`config.mk`:
```
export PLATFORM = sky130hd
export DESIGN_NAME = adc_frame_scheduler
export DESIGN_NICKNAME = d
export VERILOG_FILES = /design/src/rtl/adc_pkg.sv /design/src/rtl/adc_ch_pick.sv /design/src/rtl/adc_frame_scheduler.sv
export SDC_FILE = /design/constraint.sdc
export NUM_CORES = 1
export LEC_CHECK = 0
export BUFFER_PORTS_ARGS = -buffer_cell sky130_fd_sc_hd__buf_2
export CAP_MARGIN = 20
export CORE_MARGIN = 2
export CORE_UTILIZATION = 35
export CTS_CLUSTER_SIZE = 8
export DETAILED_ROUTE_END_ITERATION = 10
export SETUP_SLACK_MARGIN = 0.3
export SLEW_MARGIN = 25
export SYNTH_ARGS = -nofsm -noshare
export SYNTH_HDL_FRONTEND = slang
export SYNTH_SLANG_ARGS = --single-unit
export TNS_END_PERCENT = 5
```
`constraint.sdc`:
```
create_clock -name CLOCK -period 3.8 [get_ports CLOCK]
set_input_delay 0.38 -clock CLOCK [delete_from_list [all_inputs] [get_ports CLOCK]]
set_output_delay 0.38 -clock CLOCK [all_outputs]
set_load 0.02 [all_outputs]
```
`src/rtl/adc_pkg.sv`:
```
// Shared types and constants for the ADC frame scheduler: channel geometry,
// FSM states, header marker and the packed-bus channel extractor.
package adc_pkg;

  localparam int NUM_CH = 8;
  localparam int DATA_W = 12;

  localparam logic HDR_MARK = 1'b1;

  typedef enum logic [1:0] {
    IDLE,
    HDR,
    LO
  } state_t;

  // Channel i occupies bits [DATA_W*i +: DATA_W] of the packed sample bus.
  function automatic logic [DATA_W-1:0] ch_sample(
    input logic [NUM_CH*DATA_W-1:0] bus,
    input logic [2:0]               idx
  );
    return bus[idx*DATA_W +: DATA_W];
  endfunction

endpackage

```
`src/rtl/adc_ch_pick.sv`:
```
// Lowest-set-bit priority encoder over the channel mask; picks the next
// channel to serialise.
module adc_ch_pick
  import adc_pkg::*;
(
  input  logic [NUM_CH-1:0] mask,
  output logic [2:0]        idx,
  output logic              any_set
);

  always_comb begin
    idx     = '0;
    any_set = |mask;
    // Scan downwards so the lowest set bit is the last one written.
    for (int i = NUM_CH - 1; i >= 0; i--) begin
      if (mask[i]) idx = 3'(i);
    end
  end

endmodule

```
`src/rtl/adc_frame_scheduler.sv`:
```
// Snapshots enabled ADC channels on each sample tick and serialises them as
// header/low byte pairs over a valid/ready byte stream.
module adc_frame_scheduler
  import adc_pkg::*;
#(
  parameter int TICK_DIV = 6250
) (
  input  logic                     CLOCK,
  input  logic                     RESET,
  input  logic                     ENABLE,
  input  logic [NUM_CH-1:0]        CH_MASK,
  input  logic [NUM_CH*DATA_W-1:0] CH_DATA,
  output logic [7:0]               TX_DATA,
  output logic                     TX_VALID,
  input  logic                     TX_READY,
  output logic                     FRAME_DONE,
  output logic                     OVERRUN,
  output logic [7:0]               OVERRUN_CNT
);

  localparam int CNT_W = $clog2(TICK_DIV);

  logic [CNT_W-1:0]         tick_cnt;
  logic                     tick;
  state_t                   state, state_nx;
  logic [NUM_CH*DATA_W-1:0] snap;
  logic [NUM_CH-1:0]        rem_mask;
  logic [NUM_CH-1:0]        rem_clr;
  logic [NUM_CH-1:0]        pick_in;
  logic [2:0]               cur_ch;
  logic [2:0]               pick_idx;
  logic                     pick_any;
  logic                     ld_frame;
  logic                     xfer;
  logic [DATA_W-1:0]        cur_sample;

  assign tick = ENABLE && (tick_cnt == CNT_W'(TICK_DIV - 1));

  // NOTE: sequential state uses non-blocking assignments so every register
  // updates from the values present before the edge.
  always_ff @(posedge CLOCK) begin
    if (RESET || !ENABLE || tick) tick_cnt <= '0;
    else                          tick_cnt <= tick_cnt + CNT_W'(1);
  end

  assign xfer       = TX_VALID && TX_READY;
  assign rem_clr    = rem_mask & ~({{(NUM_CH-1){1'b0}}, 1'b1} << cur_ch);
  assign pick_in    = (state == IDLE) ? CH_MASK : rem_clr;
  assign cur_sample = ch_sample(snap, cur_ch);

  // One encoder serves both frame start (live mask) and channel advance
  // (remaining mask); the two uses are mutually exclusive by state.
  adc_ch_pick u_pick (
    .mask    (pick_in),
    .idx     (pick_idx),
    .any_set (pick_any)
  );

  // NOTE: every output of this block gets a default first so no latch is
  // inferred on paths that do not assign it.
  always_comb begin
    state_nx   = state;
    TX_VALID   = 1'b0;
    TX_DATA    = '0;
    FRAME_DONE = 1'b0;
    ld_frame   = 1'b0;
    case (state)
      IDLE: begin
        if (tick && pick_any) begin
          ld_frame = 1'b1;
          state_nx = HDR;
        end
      end
      HDR: begin
        TX_VALID = 1'b1;
        TX_DATA  = {HDR_MARK, cur_ch, cur_sample[DATA_W-1:8]};
        if (TX_READY) state_nx = LO;
      end
      LO: begin
        TX_VALID = 1'b1;
        TX_DATA  = cur_sample[7:0];
        if (TX_READY) begin
          if (pick_any) begin
            state_nx = HDR;
          end else begin
            state_nx   = IDLE;
            FRAME_DONE = !RESET;
          end
        end
      end
      default: state_nx = IDLE;
    endcase
  end

  assign OVERRUN = tick && (state != IDLE) && !RESET;

  // NOTE: the snapshot is cleared on reset so a sample from an aborted frame
  // can never reappear on the byte stream.
  always_ff @(posedge CLOCK) begin
    if (RESET) begin
      state       <= IDLE;
      snap        <= '0;
      rem_mask    <= '0;
      cur_ch      <= '0;
      OVERRUN_CNT <= '0;
    end else begin
      state <= state_nx;
      if (ld_frame) begin
        snap     <= CH_DATA;
        rem_mask <= CH_MASK;
        cur_ch   <= pick_idx;
      end else if (xfer && state == LO) begin
        rem_mask <= rem_clr;
        cur_ch   <= pick_idx;
      end
      if (OVERRUN && OVERRUN_CNT != 8'hFF) OVERRUN_CNT <= OVERRUN_CNT + 8'd1;
    end
  end

endmodule

```
==> summary.md <==
| Metric | Value |
|---|---|
| Fin crit share | a little over four fifths |
| Syn_nets | slightly above 800 |
| CP delay by family, top | simple AND/OR/NAND/NOR gates |
| Mapped Area | 5946 um2 |
| Power per Cell Area | 409.6 nW/um2 |
| HP Class | input pin to flop |
| Detailed-route DRC error count | 0 |
| Clk_lat worst skew | around 420 ps |
| Worst Path Buf+Inv | 2 |
| Initial DRC count | 310 |
| Die Span X | 134.3 um |
| Cts hold-fix bufs | 0 |
| Setup CP Type | flop to output port |
| Synth Register Bits | 130 |
| Number of I/O pins | roughly 130 |
| Vias in the first global route | roughly 4900 |
| PortBufs | 126 |
| Grt ovf | 0 |
| Root buffer cell | clkbuf_16 |
| Ys async rst share | 0% |
| Skew final | 7.984 ps |
| Hold Fails Final Rpt | 0 |
| CP Data Arrival Time | 2830 ps |
| Critical path fanouts, max | 14 |
| Worst relative slew slack | 54.73% |
| Worst path depth | 8 |
| Die ar. | 18050 um2 |
| Combinational share of power | ~3.6% |
| Critical path launch point type | flop |
| Ranking of synthesized cells by area | dfxtp_1 44%, nand2_1 13%, a21oi_1 9.8%, mux4_2 9.1%, mux2_2 2.5% |
| CTS tree | yes |
| Maximum vdd drop | 0.3306 mV |
| Diodes inserted | 0 |
| Routed via count | 5089 |
| Synth top area share | between 40% and 50% |
| Total internal power | 2309 uW |
| Height of the die | about 130 um |
| Max incr delay on CP | approximately 600 ps |
| Core Area | 16580 um2 |
| CP required | 3420 ps |
| CP startpoint | state[0] |
| Reg-to-reg endpoint | snap[40] |
| Worst Setup End Kind | output port |
| Final setup fails | 0 |
| Clk buf depth | 2 |
| Maximum clock frequency | 0.3112 GHz |
| Status | completed |
| Max Transition Viols Final | 0 |
| Lkg Pwr | 0.002616 uW |
| Cells after Synth | 694 |
| RD Place Congestion | between 0.7 and 0.8 |
| Tot GR Track Use | 17.96% |
| Reg2reg start | state[0] |
| Worst-path clk slew | 60 ps |
| CTS Buf Count | 17 |
| Min Tclk post-route | 3214 ps |
| Final WL | 15.78 mm |
| Post-synth EDFFs | 0 |
| Rows | 47 |
| Critical path endpoint | FRAME_DONE |
| CTS sink cnt | 130 |
| Post-detail-place hpwl | about 11 mm |
| Max Cap Viol | 0 |
| Top_reg_cell synth | dfxtp_1 |
| First-pass GRT wire length | ~25 mm |
| Via/cell ratio | 4.941 |
| Drt first pass iters | 4 |
| Slowest-stage cell, CP | or4b_4 |
| Final nets | 913 |
| Post-synth cell types | 45 |
| Part of the Yosys area used for sequential elements | 43.77% |
| DP Worst Slack | 553.5 ps |
| Fin worst setup slack | 586.4 ps |
| Syn. warnings | 0 |
| Seq pwr share | 45.8% |
| Area Growth Syn to Fin | 22.47% |
| Final ANT Viol Nets | 0 |
| Slew at the pin closest to its max-slew limit | about 680 ps |
| Psw | between 600 and 700 uW |
| Switching fraction of total power | 22.58% |
| Layout cell share with drive strength beyond 1 | 26.30% |
| Initial antenna violation count | 0 |
| Largest net degree at the start of global routing | 108 |
| Worst R2R Path Depth | 9 |
| WL/cell | 15.32 um |
| Crit path cell chain | inv_1 > ha_4 > mux2i_1 > a21oi_1 > or4b_4 > nor3_2 > nor3b_1 > buf_2 |
| Area leader, netlist | dfxtp_1 |
| TNS Setup | 0 ps |
| RSZ-0062 raised after global routing | false |
| Clk pwr share | 50.7% |
| Post-synthesis average cell area | 8.567 um2 |
| Initial Util | 35.85% |
| Reg2Reg Setup Slack | 880 ps |
| Htree depth | 4 |
-- logic make-up (layout without fill, tap and decap cells) --
logic type      after synthesis  count (layout)  share of synthesized area (%)
flops                       130             130                          43.77
xor+xnor                     16              16                          2.357
simple gates                296             296                          21.30
fa+ha+maj                     7               7                          1.473
compound gates              145             145                          13.80
buf+inv                      54             170                          4.230
mux                          46              46                          13.07
-- layout make-up --
class	count	area, um2
clock buffers	19	432.9
fillers	1684	9301
repair buffers	134	718.2
inverters	5	18.77
multi-input cells	510	3120
well taps	220	275.3
flip-flops and latches	130	2605
clock inverters	12	111.4
-- through the flow --
| step | util (%) | cells | area [um2] | hold WS (ps) | total power, uW |
|---|---|---|---|---|---|
| global placement | 40.52 | 999 | 6720 | 440.9 | 1504 |
| floorplan | - | 694 | 5946 | 433.1 | 1429 |
| finish | 43.91 | 1030 | 7282 | 196.4 | 2982 |
| detailed placement | 40.52 | 999 | 6720 | 443.3 | 1501 |
| CTS | 43.82 | 1030 | 7267 | 180.5 | 3021 |
| global route | 43.91 | 1030 | 7282 | 187.4 | 3084 |
-- cell usage after synthesis, types with 2 or more instances --
cell	instances
o211ai_1	3
nand4b_1	3
buf_2	15
o21ai_0	4
buf_4	8
inv_1	5
and3_1	2
dfxtp_1	130
and2_1	2
nor3_1	5
nand3_1	11
nor2_1	33
nand2_1	211
nor2b_1	9
ha_1	7
clkbuf_1	23
o31ai_1	3
mux4_2	24
o311ai_1	4
o41ai_1	2
xor2_1	6
xnor2_1	10
mux2i_1	9
nand2b_1	5
a21oi_1	116
buf_1	3
or3_1	3
a22oi_1	7
mux2_2	13
nand4_1	3
-- cells in the final DEF, fill, tap and decap left out, types with 4 or more instances in the layout --
cell type	synthesis	final
nand2_1	211	211
dfxtp_1	130	128
buf_2	15	125
a21oi_1	116	116
nor2_1	33	33
mux4_2	24	24
clkbuf_16	0	17
mux2_2	13	13
nand3_1	11	11
xnor2_1	10	10
nor2b_1	9	9
mux2i_1	9	9
a22oi_1	7	7
buf_4	8	7
xor2_1	6	6
ha_1	7	6
inv_1	5	5
nand2b_1	5	5
o311ai_1	4	4
o21ai_0	4	4
nor3_1	5	4
clkinv_4	0	4
-- tightest hold or removal path: cells and delay by family --
| kind | cells | cell delay, ps |
|---|---|---|
| AND/OR/NAND/NOR | 1 | 40 |
| AO/OA/AOI/OAI | 1 | 50 |
| buffers and inverters | 1 | 90 |
-- power groups by stage --
stage | logic [uW] | registers (uW) | clock network (uW)
after CTS | 107 | 1370 | 1550
final | 106 | 1370 | 1510
after floorplan | 34.5 | 1390 | 0
after global routing | 116 | 1360 | 1600
after detailed placement | 106 | 1400 | 0
after global placement | 108 | 1400 | 0
-- what timing repair did --
| action | 4_1_cts | 5_1_grt |
|---|---|---|
| pin swaps | 0 | 0 |
| setup buffers | 0 | 0 |
| setup endpoints to repair | 1 | 1 |
| gates cloned | 0 | 0 |
| resized for setup | 1 | 2 |
-- routing by layer --
metal,share of wire (%),wire [um],global-route usage (%)
met5,0,0,0
met2,46,7228,27.78
met1,48,7548,24.72
met3,4.9,770,4.308
met4,1.5,234,5.906
-- registers in the layout, summed over array words and instances, names as in the netlist --
name / cells
tick_cnt: 13
snap: 96
state: 2
OVERRUN_CNT: 8
cur_ch: 3
rem_mask: 8
-- worst min path at each step --
stage	end	cells after the start	slack, ps	start
2_1_floorplan	snap[24]	2	430	snap[24]
3_3_place_gp	snap[27]	2	440	snap[27]
3_5_place_dp	snap[26]	2	440	snap[26]
4_1_cts	snap[29]	3	180	CH_DATA[29]
5_1_grt	snap[29]	3	190	CH_DATA[29]
6_report	snap[39]	3	200	CH_DATA[39]
(Power assumes the default switching activity.)
